## config.mk

```make
export PLATFORM = sky130hd
export DESIGN_NAME = nand_op_sequencer
export DESIGN_NICKNAME = d
export VERILOG_FILES = /design/src/rtl/nand_seq_pkg.sv /design/src/rtl/nand_op_sequencer_nand_gate.sv /design/src/rtl/nand_op_sequencer.sv
export SDC_FILE = /design/constraint.sdc
export NUM_CORES = 1
export LEC_CHECK = 0
export CAP_MARGIN = 0
export CORE_MARGIN = 2
export CORE_UTILIZATION = 60
export DETAILED_ROUTE_END_ITERATION = 16
export PLACE_DENSITY_LB_ADDON = 0.05
export SKIP_CTS_REPAIR_TIMING = 1
export SLEW_MARGIN = 20
export SYNTH_ARGS = -nofsm -noshare
export SYNTH_HDL_FRONTEND = slang
export SYNTH_HIERARCHICAL = 1
export SYNTH_SLANG_ARGS = --single-unit
```

## constraint.sdc

```tcl
create_clock -name Clk -period 6.3 [get_ports Clk]
set_input_delay 0.63 -clock Clk [delete_from_list [all_inputs] [get_ports Clk]]
set_output_delay 0.63 -clock Clk [all_outputs]
set_load 0.05 [all_outputs]
```

## src/rtl/nand_seq_pkg.sv

```systemverilog
// Shared types and constants for the NAND op sequencer.
// Ops, FSM states, per-op step counts and NAND stage select codes.
package nand_seq_pkg;

  typedef enum logic [2:0] {
    OP_NAND = 3'd0,
    OP_AND  = 3'd1,
    OP_OR   = 3'd2,
    OP_NOR  = 3'd3,
    OP_XOR  = 3'd4,
    OP_XNOR = 3'd5,
    OP_NOT  = 3'd6,
    OP_RSV  = 3'd7
  } op_e;

  typedef enum logic [1:0] {
    S_IDLE = 2'd0,
    S_EXEC = 2'd1,
    S_DONE = 2'd2
  } state_e;

  localparam logic [2:0] STEPS_NAND = 3'd1;
  localparam logic [2:0] STEPS_AND  = 3'd2;
  localparam logic [2:0] STEPS_OR   = 3'd3;
  localparam logic [2:0] STEPS_NOR  = 3'd4;
  localparam logic [2:0] STEPS_XOR  = 3'd4;
  localparam logic [2:0] STEPS_XNOR = 3'd5;
  localparam logic [2:0] STEPS_NOT  = 3'd1;
  localparam logic [2:0] STEPS_RSV  = 3'd1;

  // NAND stage input selects
  localparam logic [1:0] SEL_A = 2'd0;
  localparam logic [1:0] SEL_B = 2'd1;
  localparam logic [1:0] SEL_T = 2'd2;
  localparam logic [1:0] SEL_U = 2'd3;

  // NAND stage destinations
  localparam logic [1:0] DST_T = 2'd0;
  localparam logic [1:0] DST_U = 2'd1;
  localparam logic [1:0] DST_R = 2'd2;

  function automatic logic [2:0] op_steps(op_e op);
    logic [2:0] n;
    n = STEPS_RSV;
    unique case (op)
      OP_NAND: n = STEPS_NAND;
      OP_AND:  n = STEPS_AND;
      OP_OR:   n = STEPS_OR;
      OP_NOR:  n = STEPS_NOR;
      OP_XOR:  n = STEPS_XOR;
      OP_XNOR: n = STEPS_XNOR;
      OP_NOT:  n = STEPS_NOT;
      OP_RSV:  n = STEPS_RSV;
    endcase
    return n;
  endfunction

endpackage

```

## src/rtl/nand_op_sequencer_nand_gate.sv

```systemverilog
// Single-bit 2-input NAND primitive.
// Replicated per bit to form the shared NAND stage.
module nand_gate (
  input  logic a,
  input  logic b,
  output logic y
);

  assign y = ~(a & b);

endmodule

```

## src/rtl/nand_op_sequencer.sv

```systemverilog
// Multi-cycle bitwise logic unit built on one shared NAND stage.
// Optional StepCnt output enabled by NAND_SEQ_STEP_CNT_EN.
module nand_op_sequencer
  import nand_seq_pkg::*;
#(
  parameter int WIDTH = 4
) (
  input  logic             Clk,
  input  logic             RstN,
  input  logic             InValid,
  output logic             InReady,
  input  logic [2:0]       Op,
  input  logic [WIDTH-1:0] A,
  input  logic [WIDTH-1:0] B,
  output logic             OutValid,
  input  logic             OutReady,
  output logic [WIDTH-1:0] Result,
`ifdef NAND_SEQ_STEP_CNT_EN
  output logic [15:0]      StepCnt,
`endif
  output logic             ErrOp
);

  state_e           state_q, state_d;
  op_e              op_q, op_d;
  logic [2:0]       step_q, step_d;
  logic [WIDTH-1:0] ra_q, ra_d;
  logic [WIDTH-1:0] rb_q, rb_d;
  logic [WIDTH-1:0] t_q, t_d;
  logic [WIDTH-1:0] u_q, u_d;
  logic [WIDTH-1:0] res_q, res_d;
  logic             err_q, err_d;
`ifdef NAND_SEQ_STEP_CNT_EN
  logic [15:0]      cnt_q, cnt_d;
`endif

  logic [1:0]       sel_x, sel_y, dst;
  logic [WIDTH-1:0] x, y, n;
  logic             last;

  // (op, step) -> {X select, Y select, destination}
  always_comb begin
    {sel_x, sel_y, dst} = {SEL_A, SEL_A, DST_R};
    unique case (op_q)
      OP_NAND: {sel_x, sel_y, dst} = {SEL_A, SEL_B, DST_R};
      OP_AND: begin
        unique case (step_q)
          3'd0:    {sel_x, sel_y, dst} = {SEL_A, SEL_B, DST_T};
          default: {sel_x, sel_y, dst} = {SEL_T, SEL_T, DST_R};
        endcase
      end
      OP_OR: begin
        unique case (step_q)
          3'd0:    {sel_x, sel_y, dst} = {SEL_A, SEL_A, DST_T};
          3'd1:    {sel_x, sel_y, dst} = {SEL_B, SEL_B, DST_U};
          default: {sel_x, sel_y, dst} = {SEL_T, SEL_U, DST_R};
        endcase
      end
      OP_NOR: begin
        unique case (step_q)
          3'd0:    {sel_x, sel_y, dst} = {SEL_A, SEL_A, DST_T};
          3'd1:    {sel_x, sel_y, dst} = {SEL_B, SEL_B, DST_U};
          3'd2:    {sel_x, sel_y, dst} = {SEL_T, SEL_U, DST_T};
          default: {sel_x, sel_y, dst} = {SEL_T, SEL_T, DST_R};
        endcase
      end
      OP_XOR: begin
        unique case (step_q)
          3'd0:    {sel_x, sel_y, dst} = {SEL_A, SEL_B, DST_T};
          3'd1:    {sel_x, sel_y, dst} = {SEL_A, SEL_T, DST_U};
          3'd2:    {sel_x, sel_y, dst} = {SEL_B, SEL_T, DST_T};
          default: {sel_x, sel_y, dst} = {SEL_U, SEL_T, DST_R};
        endcase
      end
      OP_XNOR: begin
        unique case (step_q)
          3'd0:    {sel_x, sel_y, dst} = {SEL_A, SEL_B, DST_T};
          3'd1:    {sel_x, sel_y, dst} = {SEL_A, SEL_T, DST_U};
          3'd2:    {sel_x, sel_y, dst} = {SEL_B, SEL_T, DST_T};
          3'd3:    {sel_x, sel_y, dst} = {SEL_U, SEL_T, DST_T};
          default: {sel_x, sel_y, dst} = {SEL_T, SEL_T, DST_R};
        endcase
      end
      OP_NOT:  {sel_x, sel_y, dst} = {SEL_A, SEL_A, DST_R};
      OP_RSV:  {sel_x, sel_y, dst} = {SEL_A, SEL_A, DST_R};
    endcase
  end

  always_comb begin
    x = ra_q;
    unique case (sel_x)
      SEL_A:   x = ra_q;
      SEL_B:   x = rb_q;
      SEL_T:   x = t_q;
      default: x = u_q;
    endcase
  end

  always_comb begin
    y = ra_q;
    unique case (sel_y)
      SEL_A:   y = ra_q;
      SEL_B:   y = rb_q;
      SEL_T:   y = t_q;
      default: y = u_q;
    endcase
  end

  for (genvar i = 0; i < WIDTH; i++) begin : g_nand
    nand_gate u_nand (
      .a(x[i]),
      .b(y[i]),
      .y(n[i])
    );
  end

  assign last = (step_q == op_steps(op_q) - 3'd1);

  always_comb begin
    state_d = state_q;
    op_d    = op_q;
    step_d  = step_q;
    ra_d    = ra_q;
    rb_d    = rb_q;
    t_d     = t_q;
    u_d     = u_q;
    res_d   = res_q;
    err_d   = err_q;
    unique case (state_q)
      S_IDLE: begin
        if (InValid) begin
          ra_d    = A;
          rb_d    = B;
          op_d    = op_e'(Op);
          step_d  = 3'd0;
          state_d = S_EXEC;
        end
      end
      S_EXEC: begin
        if (dst == DST_T) t_d = n;
        if (dst == DST_U) u_d = n;
        if (last) begin
          res_d   = (op_q == OP_RSV) ? '0 : n;
          err_d   = (op_q == OP_RSV);
          state_d = S_DONE;
        end else begin
          step_d = step_q + 3'd1;
        end
      end
      S_DONE: begin
        if (OutReady) state_d = S_IDLE;
      end
      default: state_d = S_IDLE;
    endcase
  end

`ifdef NAND_SEQ_STEP_CNT_EN
  // Saturating count of NAND evaluations
  always_comb begin
    cnt_d = cnt_q;
    if (state_q == S_EXEC && cnt_q != 16'hFFFF) cnt_d = cnt_q + 16'd1;
  end

  always_ff @(posedge Clk or negedge RstN) begin
    if (!RstN) cnt_q <= '0;
    else       cnt_q <= cnt_d;
  end

  assign StepCnt = cnt_q;
`endif

  always_ff @(posedge Clk or negedge RstN) begin
    if (!RstN) begin
      state_q <= S_IDLE;
      op_q    <= OP_NAND;
      step_q  <= '0;
      ra_q    <= '0;
      rb_q    <= '0;
      t_q     <= '0;
      u_q     <= '0;
      res_q   <= '0;
      err_q   <= 1'b0;
    end else begin
      state_q <= state_d;
      op_q    <= op_d;
      step_q  <= step_d;
      ra_q    <= ra_d;
      rb_q    <= rb_d;
      t_q     <= t_d;
      u_q     <= u_d;
      res_q   <= res_d;
      err_q   <= err_d;
    end
  end

  assign InReady  = (state_q == S_IDLE);
  assign OutValid = (state_q == S_DONE);
  assign Result   = res_q;
  assign ErrOp    = err_q;

endmodule

```

* Yosys cells after proc, flatten, opt, wreduce, memory -nomap -nowiden
Memory sizes are Yosys's and may differ from the RTL's.
Cells that the tools add are included.
** Operators by class
- Add/subtract/negate cells :: 2
- Eq/ne operators :: 22
- Multiplexer cells :: 22
- Bitwise gates (word level) :: 8
- Reduce and logical (&&, ||, !) cells :: 21
** Operators by type and width (count)
- 2-bit one-hot mux with 5 select lines :: 3
- 4-bit one-hot mux with 3 select lines :: 2
- 2-bit one-hot mux with 2 select lines :: 5
- 2-bit one-hot mux with 3 select lines :: 3
- 3-bit by 2-bit equality test with 1-bit output, second input constant :: 4
- 3-bit equality test, second input constant :: 4
- 2-bit two-way mux :: 5
- 2-bit OR reduction :: 5
- 3-bit OR reduction :: 3
- 2-bit by 1-bit equality test with 1-bit output, second input constant :: 4
- 2-bit zero test :: 4
- 2-bit AND reduction :: 4
- 2-bit equality test, second input constant :: 3
- 3-bit by 1-bit equality test with 1-bit output, second input constant :: 2
- 3-bit zero test :: 2
- 3-bit two-way mux :: 2
- 2-bit != test, second input constant :: 3
- 3-bit one-hot mux with 2 select lines :: 1
- 3-bit AND reduction :: 2
- 1-bit bitwise AND :: 4
- 4-bit two-way mux :: 1
- 1-bit inverter :: 4
- 3-bit by 1-bit adder with 3-bit output, second input constant :: 1
- 3-bit equality test :: 1
- 3 further kinds :: 3
** Storage, ports and cells
- Bits in registers :: 29
- ROM bits :: 24
- Input bits :: 15
- Output and inout bits :: 7
- Word-level logic and storage cells :: 85
- Memories kept :: 1
** Memories
- (no name shown) :: depth 8, bits a word 3, read ports 1, clocked after memory_dff 0, write ports 0, RTL line nand_seq_pkg.sv:45 : unique case (op)

* Depth between registers and ports, before layout
Gate-level depths: netlist (run 1).
- Depth after elaboration :: 9
- Mapped depth :: 10

* Modules after synthesis
The synthesis (run 1) kept the hierarchy.
** By module, submodules not included
- nand_op_sequencer :: times used 1, cells each 165, area an instance 1859.3 µm², sequential area each 725.7 µm²
- nand_gate :: times used 4, cells each 1, area an instance 3.8 µm², sequential area each 0.0 µm²

* Least setup slack after synthesis (run 1)
OpenSTA, ideal clock, no wires.
- Path kind :: flip-flop to flip-flop
- Start :: reg op_q[1]
- End :: reg res_q[1] (netlist: Result[1])
- Setup time :: 0.079 ns
- Data arrival time :: 2.231 ns
- Setup slack :: 3.990 ns
- Cell stages (with the launch flop) :: 11
- Period minus slack after synthesis :: 2.310 ns
- Cells stage by stage :: dfrtp_1 > inv_1 > ha_1 > inv_1 > a31oi_1 > o311ai_1 > nor2_1 > mux4_1 > nand2_1 > nand2_1 > mux2i_1
** On the way
- Word-level cells in the longest chain between the ends :: 8
- Elaborated cells on any way between the ends :: 29
- Those cells by class :: 1 x add/sub; 12 x eq/ne; 5 x mux; 2 x bitwise; 8 x reduce/logical; 1 x memory
** Ends and longest elaborated chain
- start, declared :: RTL line nand_op_sequencer.sv:25 : op_e op_q, op_d;
- start signal, assigned :: RTL line nand_op_sequencer.sv:185 : op_q <= op_d;
- 3-bit equality test (tied with other cells) :: RTL line nand_op_sequencer.sv:44 : unique case (op_q)
- 3-bit OR reduction (no source line) or 2-bit OR reduction (tied branches)
- 2-bit one-hot mux with 5 select lines * :: RTL line nand_op_sequencer.sv:44
- 2-bit equality test (tied with other cells) :: RTL line nand_op_sequencer.sv:91 : unique case (sel_x)
- 4-bit one-hot mux with 3 select lines * :: RTL line nand_op_sequencer.sv:91
- via x[1] :: RTL line nand_op_sequencer.sv:38 : logic [WIDTH-1:0] x, y, n;
- 1-bit bitwise AND * :: RTL line nand_op_sequencer_nand_gate.sv:9 : assign y = ~(a & b);
- 1-bit inverter * :: RTL line nand_op_sequencer_nand_gate.sv:9
- via n[1] :: RTL line nand_op_sequencer.sv:38
- 4-bit two-way mux * :: RTL line nand_op_sequencer.sv:143 : res_d = (op_q == OP_RSV) ? '0 : n;
- end signal, assigned :: RTL line nand_op_sequencer.sv:191 : res_q <= res_d;
- end, declared :: RTL line nand_op_sequencer.sv:31 : logic [WIDTH-1:0] res_q, res_d;
Mark *: on every way through the listed nets, which the timed path passes. The rest lies on a longest branch.
A chain may end at the register's enable or synchronous reset.

* Final worst setup path (run 1)
Same ends and word-level chain as after synthesis.

==> implementation parameters, run 1 <==
Parameter                              Value

Die
  Die Y    approximately 60 microns
  Starting density of the core    0.624
  Width of the chip    59.9 microns
  Core region area    0.00300 sq mm
  Top-level port count    22
  Area of the die    0.00359 sq mm
  Row count    20

Worst setup path
  Worst Path Buf+Inv    2
  Reg-to-reg critical path endpoint    Result[1]
  Critical path class    register to register
  Req. time, crit path    6550 ps
  Stage delay of the slowest cell on the critical path    approximately 630 ps
  R2R Path Start    op_q[1]
  Stages on worst setup path    10
  R2R cell count    10
  Worst Path Arrival    3090 ps
  Kind of start point of the critical path    register
  Reg-to-reg setup timing slack    3460 ps
  Crit path max fanout    8
  Critical path endpoint category    register
  Chain of cells forming the critical path    inv_1, ha_1, inv_1, a31oi_1, o311ai_1, nor2_1, mux4_1, nand2_1, nand2_1, mux2i_1
  Kind of cell adding the most delay to the critical path    multiplexers
  Slowest CP cell    sky130_fd_sc_hd__mux4_1

Synthesis
  Part of the Yosys area used for sequential elements    0.387
  Mux cell area share after synthesis    0.244
  Syn avg cell area    approximately 11 sq um
  Net Count, Synth    195
  Synthesized-area fraction occupied by ao, oa, aoi and oai cells    0.104
  Synth unique cells    38
  Register bit count reported by yosys    29
  Warning count from the yosys run    6
  Post-Synth Adder-Cell Area    0.0734
  Post-synth EDFFs    0
  Async SR Flop Fraction    1.00
  Post-synthesis xor/xnor area fraction    0.0180
  Cell area after synthesis    0.00187 sq mm
  Most used flip-flop cell after synthesis    sky130_fd_sc_hd__dfrtp_1
  Largest family of logic cells by synthesized area    multiplexers
  Post-Synth Simple-Gate Area    0.126
  Cell count after synthesis    169

Global routing
  Initial antenna violation count    0
  Final global-route overflow total    0
  Pin count of the biggest net entering global routing    30
  Global routing usage summed across all routing layers    0.262
  Wire length of the first global-routing pass    just under 7000 microns
  Via count of the first global-routing pass    between 1k and 1.5k

Timing
  Part of the cycle the worst path needs    0.451
  RSZ-0062 raised after global routing    false
  Actual transition at the worst max-transition pin    1030 ps
  # setup viols final    0
  Final critical delay including setup and external delays    2840 ps
  Max Slew Vio Count    0
  Hold Worst Slack    526 ps
  Final Hold Vio Count    0
  Timing-limited maximum frequency    352 MHz
  Max Clock Skew    11.4 ps
  Final sum of negative setup slack    0 ps
  Rel. slew slack    0.310

Clock tree
  Clock Latency Late Sink    between 300 and 400 ps
  Number of buffers created by CTS    5
  Cell at the root of the clock tree    sky130_fd_sc_hd__clkbuf_4
  Maximum count of clock buffers along a single path    2
  TritonCTS clock tree    built
  # clock sinks    29
  Clock transition at the register clock pins on the worst setup and hold paths after CTS    90 ps
  H-tree depth reported by CTS    2

Route
  Iteration-0 DRC count of the detailed router    96
  Post-DR vias/cell    6.17
  Number of nets still failing antenna checks after routing    0
  Vias    1,400
  1st-pass router iterations    4
  Post-route DRC violation count    0
  Mean routed wirelength per cell    about 18 microns
  Detailed Route WL    4030 microns

Final layout
  Area used by multi-input combinational logic    0.00106 sq mm
  Sequential Area    726 sq um
  # diodes    0
  Share of final-layout standard cells stronger than drive strength 1    0.186
  Number of inserted filler cells in the final layout    239
  Growth of design area from synthesis to finish    15.5%
  Commonest non-fill, non-tap cells in the layout    sky130_fd_sc_hd__dfrtp_1 (29), sky130_fd_sc_hd__clkdlybuf4s50_1 (21), sky130_fd_sc_hd__mux2_2 (17)
  Most common library cell in the layout ignoring fill and taps    sky130_fd_sc_hd__dfrtp_1
  Number of nets in the finished design    219

Run
  MaxCap Viol Count    0

Worst hold path
  Hold crit path type    register to register
  Min-Delay Startpoint    ErrOp
  Cells on Worst Hold Path    2
  Worst Hold Endpoint    ErrOp

Place
  Count of buffers from port buffering    21
  Gp weighted congestion    0.924
  HPWL Detailed    2970 microns

Run status
  Result of the run    complete, no violations
## routing by layer
metal | share of wire | global-route usage
met1 | 0.44 | 0.364
met2 | 0.51 | 0.416
met3 | 0.043 | 0.0606
met4 | 0.015 | 0.0698
met5 | 0 | 0
## Yosys cell counts, drive strengths merged (2+ instances only)
master	number	area share
dfrtp	29	0.39
inv	13	0.026
nand2b	6	0.020
o221ai	3	0.014
nor2b	5	0.017
nand2	15	0.030
buf	3	0.016
nor2	10	0.020
mux2	18	0.11
clkbuf	2	0.0047
mux4	8	0.10
nor3	4	0.011
o211ai	2	0.0080
mux2i	6	0.032
a21oi	6	0.016
o21ai	9	0.024
xnor2	3	0.018
ha	11	0.073
nand3	2	0.0053
## per-stage QoR
stage | setup WS [ps] | std cells | instance area (sq um) | utilization
after global placement | 3680 | 219 | 2090 | 0.698
after CTS | 3480 | 227 | 2160 | 0.721
after floorplan | 3990 | 169 | 1870 | -
after detailed placement | 3520 | 219 | 2090 | 0.698
final | 3460 | 227 | 2160 | 0.721
after global routing | 3290 | 227 | 2160 | 0.721
## worst reg2reg max path: stages (launching register included)
cell and delay, ps:
sky130_fd_sc_hd__dfrtp_1 500, sky130_fd_sc_hd__inv_1 170, sky130_fd_sc_hd__ha_1 330, sky130_fd_sc_hd__inv_1 120
sky130_fd_sc_hd__a31oi_1 180, sky130_fd_sc_hd__o311ai_1 100, sky130_fd_sc_hd__nor2_1 420, sky130_fd_sc_hd__mux4_1 640
sky130_fd_sc_hd__nand2_1 120, sky130_fd_sc_hd__nand2_1 60, sky130_fd_sc_hd__mux2i_1 140
## final cells by class
class                   instances  area share
clock buffers                   7      0.0301
inverters                      13      0.0225
well taps                      33      0.0191
repair buffers                 22       0.101
clock inverters                 1     0.00231
flip-flops and latches         29       0.335
multi-input cells             122       0.490
## cells by family (layout without fill, tap and decap cells)
group,after synthesis,in the layout
buffers and inverters,18,43
AOI/OAI and AO/OA,30,30
DFF,29,29
adders and majority gates,11,11
muxes,32,32
and+or+nand+nor,46,46
xor gates and xnor gates,3,3
## flip-flops by register name, summed over array words and instances (netlist names)
signal / cells
op_q: 3
rb_q: 4
state_q: 2
ra_q: 4
t_q: 4
step_q: 3
u_q: 4
Result: 4
ErrOp: 1
## how the worst max path moves through the flow
| stage | endpoint | slack (ps) | startpoint |
|---|---|---|---|
| 6_report | Result[1] | 3460 | op_q[1] |
| 4_1_cts | Result[1] | 3480 | op_q[1] |
| 2_1_floorplan | Result[1] | 3990 | op_q[1] |
| 5_1_grt | Result[1] | 3290 | op_q[1] |
| 3_3_place_gp | Result[1] | 3680 | op_q[1] |
| 3_5_place_dp | Result[3] | 3520 | op_q[1] |
Power of run 1 is not shown: default switching activity piles up to over one toggle a cycle in this logic, so the estimate is an artifact.
==> run 2, diff against run 1 <==
--- a/config.mk
+++ b/config.mk
@@ -7,7 +7,7 @@
 export LEC_CHECK = 0
 export CAP_MARGIN = 0
 export CORE_MARGIN = 2
-export CORE_UTILIZATION = 60
+export CORE_UTILIZATION = 50
 export DETAILED_ROUTE_END_ITERATION = 16
 export PLACE_DENSITY_LB_ADDON = 0.05
 export SKIP_CTS_REPAIR_TIMING = 1
==> constraint.sdc (replaced) <==
create_clock -name Clk -period 2.42 [get_ports Clk]
set_input_delay 0.242 -clock Clk [delete_from_list [all_inputs] [get_ports Clk]]
set_output_delay 0.242 -clock Clk [all_outputs]
set_load 0.05 [all_outputs]
==> run 2 against run 1 <==
Worst hold slack got worse by 180 ps. Critical path depth is 1 lower. Clock skew is 3.3 ps lower. Clock-buffer cell count unchanged. Cell area is 21% higher. Global-route usage decreased by 3.3 points. Flip-flop and latch count unchanged. Worst setup slack got worse by 3400 ps. Maximum frequency rose by 22%. Final cell count increased by 20%. Via count increased by 8.5%. Critical path type unchanged.
==> implementation parameters, run 2 (same netlist as run 1, synthesis figures left out) <==
Parameter                              Value

Route
  Number of nets still failing antenna checks after routing    0 (unchanged)
  1st-pass router iterations    5 (was 4)
  Iteration-0 DRC count of the detailed router    84 (was 96)
  Vias    1,519 (was 1,400)
  Mean routed wirelength per cell    17.4 microns (was 17.8 microns)
  Post-route DRC violation count    0 (unchanged)
  Detailed Route WL    4730 microns (was 4030 microns)
  Post-DR vias/cell    5.58 (was 6.17)

Die
  Die Y    65.2 microns (was 59.9 microns)
  Width of the chip    65.2 microns (was 59.9 microns)
  Area of the die    0.00425 sq mm (was 0.00359 sq mm)
  Core region area    0.00363 sq mm (was 0.00300 sq mm)
  Starting density of the core    0.516 (was 0.624)
  Row count    22 (was 20)
  Top-level port count    22 (unchanged)

Worst setup path
  Crit path max fanout    6 (was 8)
  Critical path endpoint category    register (unchanged)
  Critical path class    register to register (unchanged)
  Worst Path Arrival    2530 ps (was 3090 ps)
  Stage delay of the slowest cell on the critical path    450 ps (was 630 ps)
  Kind of start point of the critical path    register (unchanged)
  Reg-to-reg critical path endpoint    ErrOp (was Result[1])
  Slowest CP cell    sky130_fd_sc_hd__dfrtp_2 (was sky130_fd_sc_hd__mux4_1)
  Req. time, crit path    2620 ps (was 6550 ps)
  R2R Path Start    op_q[0] (was op_q[1])
  Reg-to-reg setup timing slack    90 ps (was 3460 ps)
  R2R cell count    9 (was 10)
  Chain of cells forming the critical path    inv_4, ha_2, mux2_4, ha_4, xnor2_4, o21a_1, nor4_4, and2b_2, mux2i_1 (was inv_1, ha_1, inv_1, a31oi_1, o311ai_1, nor2_1, mux4_1, nand2_1, nand2_1, mux2i_1)

Clock tree
  H-tree depth reported by CTS    2 (unchanged)
  Number of buffers created by CTS    5 (unchanged)
  # clock sinks    29 (unchanged)
  Maximum count of clock buffers along a single path    2 (unchanged)
  Clock Latency Late Sink    290 ps (was 330 ps)
  TritonCTS clock tree    built (unchanged)
  Cell at the root of the clock tree    sky130_fd_sc_hd__clkbuf_8 (was sky130_fd_sc_hd__clkbuf_4)
  Clock transition at the register clock pins on the worst setup and hold paths after CTS    70 ps (was 90 ps)

Place
  Count of buffers from port buffering    21 (unchanged)
  Cell count after placement    258 (was 219)
  Total cell area at the placement stage    0.00229 sq mm (was 0.00209 sq mm)
  Gp weighted congestion    0.851 (was 0.924)
  HPWL Detailed    3300 microns (was 2970 microns)

Global routing
  Global routing usage summed across all routing layers    0.229 (was 0.262)
  Pin count of the biggest net entering global routing    30 (unchanged)
  Initial antenna violation count    0 (unchanged)
  Wire length of the first global-routing pass    7230 microns (was 6890 microns)
  Final global-route overflow total    0 (unchanged)
  Via count of the first global-routing pass    1,513 (was 1,394)

Final layout
  Number of inserted filler cells in the final layout    279 (was 239)
  Sequential Area    729 sq um (was 726 sq um)
  Filler-free cell count of the finished design    272 (was 227)
  Post-Route Utilization    0.721 (about the same)
  Area used by multi-input combinational logic    0.00121 sq mm (was 0.00106 sq mm)
  Share of final-layout standard cells stronger than drive strength 1    0.442 (was 0.186)
  Growth of design area from synthesis to finish    39.7% (was 15.5%)
  Number of nets in the finished design    249 (was 219)
  Most common library cell in the layout ignoring fill and taps    sky130_fd_sc_hd__buf_4 (was sky130_fd_sc_hd__dfrtp_1)
  # diodes    0 (unchanged)
  Commonest non-fill, non-tap cells in the layout    sky130_fd_sc_hd__buf_4 (30), sky130_fd_sc_hd__dfrtp_1 (26), sky130_fd_sc_hd__clkdlybuf4s50_1 (21) (was sky130_fd_sc_hd__dfrtp_1 (29), sky130_fd_sc_hd__clkdlybuf4s50_1 (21), sky130_fd_sc_hd__mux2_2 (17))
  Summed area of non-filler cells in the final layout    0.00262 sq mm (was 0.00216 sq mm)

Timing
  Max Clock Skew    8.11 ps (was 11.4 ps)
  Max Slew Vio Count    0 (unchanged)
  Timing-limited maximum frequency    430 MHz (was 352 MHz)
  Rel. slew slack    0.669 (was 0.310)
  Final Hold Vio Count    0 (unchanged)
  Part of the cycle the worst path needs    0.962 (was 0.451)
  Actual transition at the worst max-transition pin    494 ps (was 1030 ps)
  Final critical delay including setup and external delays    2330 ps (was 2840 ps)
  # setup viols final    0 (unchanged)

Run
  MaxCap Viol Count    0 (unchanged)

Worst hold path
  Hold crit path type    input port to async pin (was register to register)

Run status
  Result of the run    complete, no violations (unchanged)
run 2: cell count changes in the layout (fill, tap and decap cells not counted), sizes merged:
cell / previous run / this run
buf: 1 / 31
bufinv: 0 / 1
clkinv: 1 / 0
run 2: cell type report:
| class | instances | area share |
|---|---|---|
| flip-flops and latches | 29 | 0.279 |
| clock buffers | 7 | 0.0330 |
| repair buffers | 52 | 0.171 |
| well taps | 48 | 0.0229 |
| inverters | 13 | 0.0205 |
| multi-input cells | 122 | 0.463 |
| clock inverters | 1 | 0.0115 |
run 2: worst max path at each step:
stage	start	to	slack, ps	cells after the start
final	op_q[0]	ErrOp	90	9
after global routing	op_q[1]	ErrOp	-50	9
after CTS	op_q[0]	Result[0]	-150	9
after detailed placement	op_q[0]	ErrOp	-110	9
after global placement	op_q[0]	Result[3]	30	9
after floorplan	op_q[1]	Result[1]	110	10
run 2: routing by layer:
layer  share of wire  vias up  track usage
li1                -      712            -
met1            0.43      762        0.297
met2            0.50       35        0.371
met3           0.046       10       0.0531
met4           0.024        0       0.0938
met5               0        -            0
run 2: stage by stage:
| stage | setup WS [ps] | setup TNS, ps | hold slack [ps] |
|---|---|---|---|
| floorplan | 110 | 0 | -53.6 |
| global placement | 29.3 | 0 | 497 |
| detailed placement | -112 | -462 | 514 |
| CTS | -152 | -685 | 351 |
| global route | -50.7 | -253 | 402 |
| finish | 92.5 | 0 | 346 |
run 2: critical path: cells and delay by family (launching register included):
family | cells | cell delay [ps]
AO/OA/AOI/OAI | 1 | 140
XOR/XNOR | 1 | 120
adder cells (fa/ha/maj) | 2 | 370
buffers and inverters | 1 | 70
flip-flops | 1 | 450
multiplexers | 2 | 490
AND/OR/NAND/NOR | 2 | 600
Power of run 2 is left out for the same reason.
==> run 3, diff against run 2 <==
--- a/config.mk
+++ b/config.mk
@@ -7,7 +7,7 @@
 export LEC_CHECK = 0
 export CAP_MARGIN = 0
 export CORE_MARGIN = 2
-export CORE_UTILIZATION = 50
+export CORE_UTILIZATION = 56
 export DETAILED_ROUTE_END_ITERATION = 16
 export PLACE_DENSITY_LB_ADDON = 0.05
 export SKIP_CTS_REPAIR_TIMING = 1
==> constraint.sdc (replaced) <==
create_clock -name Clk -period 2.4 [get_ports Clk]
set_input_delay 0.24 -clock Clk [delete_from_list [all_inputs] [get_ports Clk]]
set_output_delay 0.24 -clock Clk [all_outputs]
set_load 0.05 [all_outputs]
==> run 3 against run 2 <==
Clock-buffer cell count did not move. Critical path depth increased by 1. The flow now finishes with violations (negative setup slack). Wire length rose by 15%. Clock skew is 10 ps higher.
==> implementation parameters, run 3 (same netlist as run 1, synthesis figures left out) <==
Parameter                              Value

Timing
  Final Hold Vio Count    0 (unchanged)
  Rel. slew slack    0.656 (was 0.669)
  Timing-limited maximum frequency    414 MHz (was 430 MHz)
  Max Clock Skew    18.4 ps (was 8.11 ps)
  PnR worst setup slack    -13.3 ps (was 92.5 ps)
  Max Slew Vio Count    0 (unchanged)
  Final critical delay including setup and external delays    2410 ps (was 2330 ps)
  Part of the cycle the worst path needs    1.01 (was 0.962)
  Actual transition at the worst max-transition pin    514 ps (was 494 ps)
  # setup viols final    2 (was 0)
  RSZ-0062 raised after global routing    true

Worst hold path
  Hold crit path type    input port to async pin (unchanged)

Clock tree
  TritonCTS clock tree    built (unchanged)
  Number of buffers created by CTS    5 (unchanged)
  # clock sinks    29 (unchanged)
  Clock transition at the register clock pins on the worst setup and hold paths after CTS    110 ps (was 70 ps)
  H-tree depth reported by CTS    2 (unchanged)
  Maximum count of clock buffers along a single path    2 (unchanged)
  Clock Latency Late Sink    340 ps (was 290 ps)
  Cell at the root of the clock tree    sky130_fd_sc_hd__clkbuf_4 (was sky130_fd_sc_hd__clkbuf_8)

Global routing
  Via count of the first global-routing pass    1,489 (was 1,513)
  Global routing usage summed across all routing layers    0.270 (was 0.229)
  Final global-route overflow total    0 (unchanged)
  Initial antenna violation count    0 (unchanged)
  Wire length of the first global-routing pass    7260 microns (was 7230 microns)
  Pin count of the biggest net entering global routing    30 (unchanged)

Run
  MaxCap Viol Count    0 (unchanged)

Worst setup path
  Reg-to-reg critical path endpoint    u_q[0] (was ErrOp)
  R2R Path Start    op_q[0] (unchanged)
  R2R cell count    10 (was 9)
  Kind of start point of the critical path    register (unchanged)
  Slowest CP cell    sky130_fd_sc_hd__dfrtp_2 (unchanged)
  Req. time, crit path    2630 ps (was 2620 ps)
  Critical path endpoint category    register (unchanged)
  Worst Path Arrival    2640 ps (was 2530 ps)
  Kind of cell adding the most delay to the critical path    compound AO/OA/AOI/OAI gates (was simple AND/OR/NAND/NOR gates)
  Crit path max fanout    4 (was 6)
  Stage delay of the slowest cell on the critical path    480 ps (was 450 ps)
  Worst Path Buf+Inv    2 (was 1)
  Chain of cells forming the critical path    ha_2, buf_4, o21ai_0, o21ai_0, a32oi_1, a21oi_1, buf_4, mux4_1, nand2_2, mux2_2 (was inv_4, ha_2, mux2_4, ha_4, xnor2_4, o21a_1, nor4_4, and2b_2, mux2i_1)
  Critical path class    register to register (unchanged)
  Reg-to-reg setup timing slack    -10 ps (was 90 ps)

Die
  Die Y    61.9 microns (was 65.2 microns)
  Top-level port count    22 (unchanged)
  Starting density of the core    0.571 (was 0.516)
  Width of the chip    61.9 microns (was 65.2 microns)
  Area of the die    0.00383 sq mm (was 0.00425 sq mm)
  Row count    21 (was 22)
  Core region area    0.00328 sq mm (was 0.00363 sq mm)

Route
  Mean routed wirelength per cell    19.5 microns (was 17.4 microns)
  Vias    1,635 (was 1,519)
  Iteration-0 DRC count of the detailed router    119 (was 84)
  1st-pass router iterations    4 (was 5)
  Post-route DRC violation count    0 (unchanged)
  Number of nets still failing antenna checks after routing    0 (unchanged)
  Post-DR vias/cell    5.84 (was 5.58)
  Detailed Route WL    5450 microns (was 4730 microns)

Run status
  Violated checks    negative setup slack
  Result of the run    finished, violations left (was complete, no violations)

Place
  Gp weighted congestion    0.907 (was 0.851)
  HPWL Detailed    3490 microns (was 3300 microns)
  Count of buffers from port buffering    21 (unchanged)

Final layout
  Share of final-layout standard cells stronger than drive strength 1    0.479 (was 0.442)
  Most common library cell in the layout ignoring fill and taps    sky130_fd_sc_hd__buf_4 (unchanged)
  Number of nets in the finished design    259 (was 249)
  Growth of design area from synthesis to finish    44.3% (was 39.7%)
  Number of inserted filler cells in the final layout    184 (was 279)
  Commonest non-fill, non-tap cells in the layout    sky130_fd_sc_hd__buf_4 (35), sky130_fd_sc_hd__dfrtp_1 (27), sky130_fd_sc_hd__clkdlybuf4s50_1 (21) (was sky130_fd_sc_hd__buf_4 (30), sky130_fd_sc_hd__dfrtp_1 (26), sky130_fd_sc_hd__clkdlybuf4s50_1 (21))
  # diodes    0 (unchanged)
  Post-Route Utilization    0.823 (was 0.721)
==> run 3: cell types whose count changed in the layout (fill, tap and decap cells not counted), moves of 2 or more <==
| cell | before | now |
|---|---|---|
| sky130_fd_sc_hd__buf_4 | 30 | 35 |
| sky130_fd_sc_hd__buf_6 | 1 | 6 |
| sky130_fd_sc_hd__clkbuf_4 | 0 | 5 |
| sky130_fd_sc_hd__clkbuf_8 | 6 | 2 |
| sky130_fd_sc_hd__nor2b_1 | 4 | 2 |
| sky130_fd_sc_hd__nor2b_4 | 0 | 2 |
==> run 3: routing by layer <==
metal	track usage	wire [microns]	vias to the layer above
met5	0	0	-
met4	0.0699	146	0
met3	0.0600	203	17
met2	0.444	2880	48
met1	0.365	2220	832
li1	-	-	738
==> run 3: through the flow <==
step	setup TNS (ps)	cell area, sq um	cells	hold slack (ps)	setup WS [ps]
detailed placement	-1970	2370	267	518	-198
finish	-18.9	2700	280	275	-13.3
global route	-697	2700	280	318	-119
CTS	-2430	2440	275	284	-231
floorplan	0	1870	169	-55.6	89.9
global placement	-479	2370	267	502	-78.3
==> run 3: how the worst max path moves through the flow <==
stage / slack [ps] / startpoint / to / depth (start not counted)
2_1_floorplan: 90 / op_q[1] / Result[1] / 10
3_3_place_gp: -80 / step_q[0] / Result[2] / 9
3_5_place_dp: -200 / step_q[0] / Result[1] / 9
4_1_cts: -230 / step_q[0] / Result[2] / 9
5_1_grt: -120 / step_q[1] / Result[0] / 12
6_report: -10 / op_q[0] / u_q[0] / 10
==> run 3: area by class of cell <==
| cell class | instances | area [sq um] | share of cell area |
|---|---|---|---|
| Tap cell | 46 | 57.6 | 0.0213 |
| Timing Repair Buffer | 62 | 541 | 0.200 |
| Inverter | 13 | 51.3 | 0.0190 |
| Multi-Input combinational cell | 122 | 1260 | 0.465 |
| Sequential cell | 29 | 728 | 0.269 |
| Clock inverter | 1 | 5.00 | 0.00185 |
| Clock buffer | 7 | 65.1 | 0.0241 |
Power of run 3 is left out for the same reason.
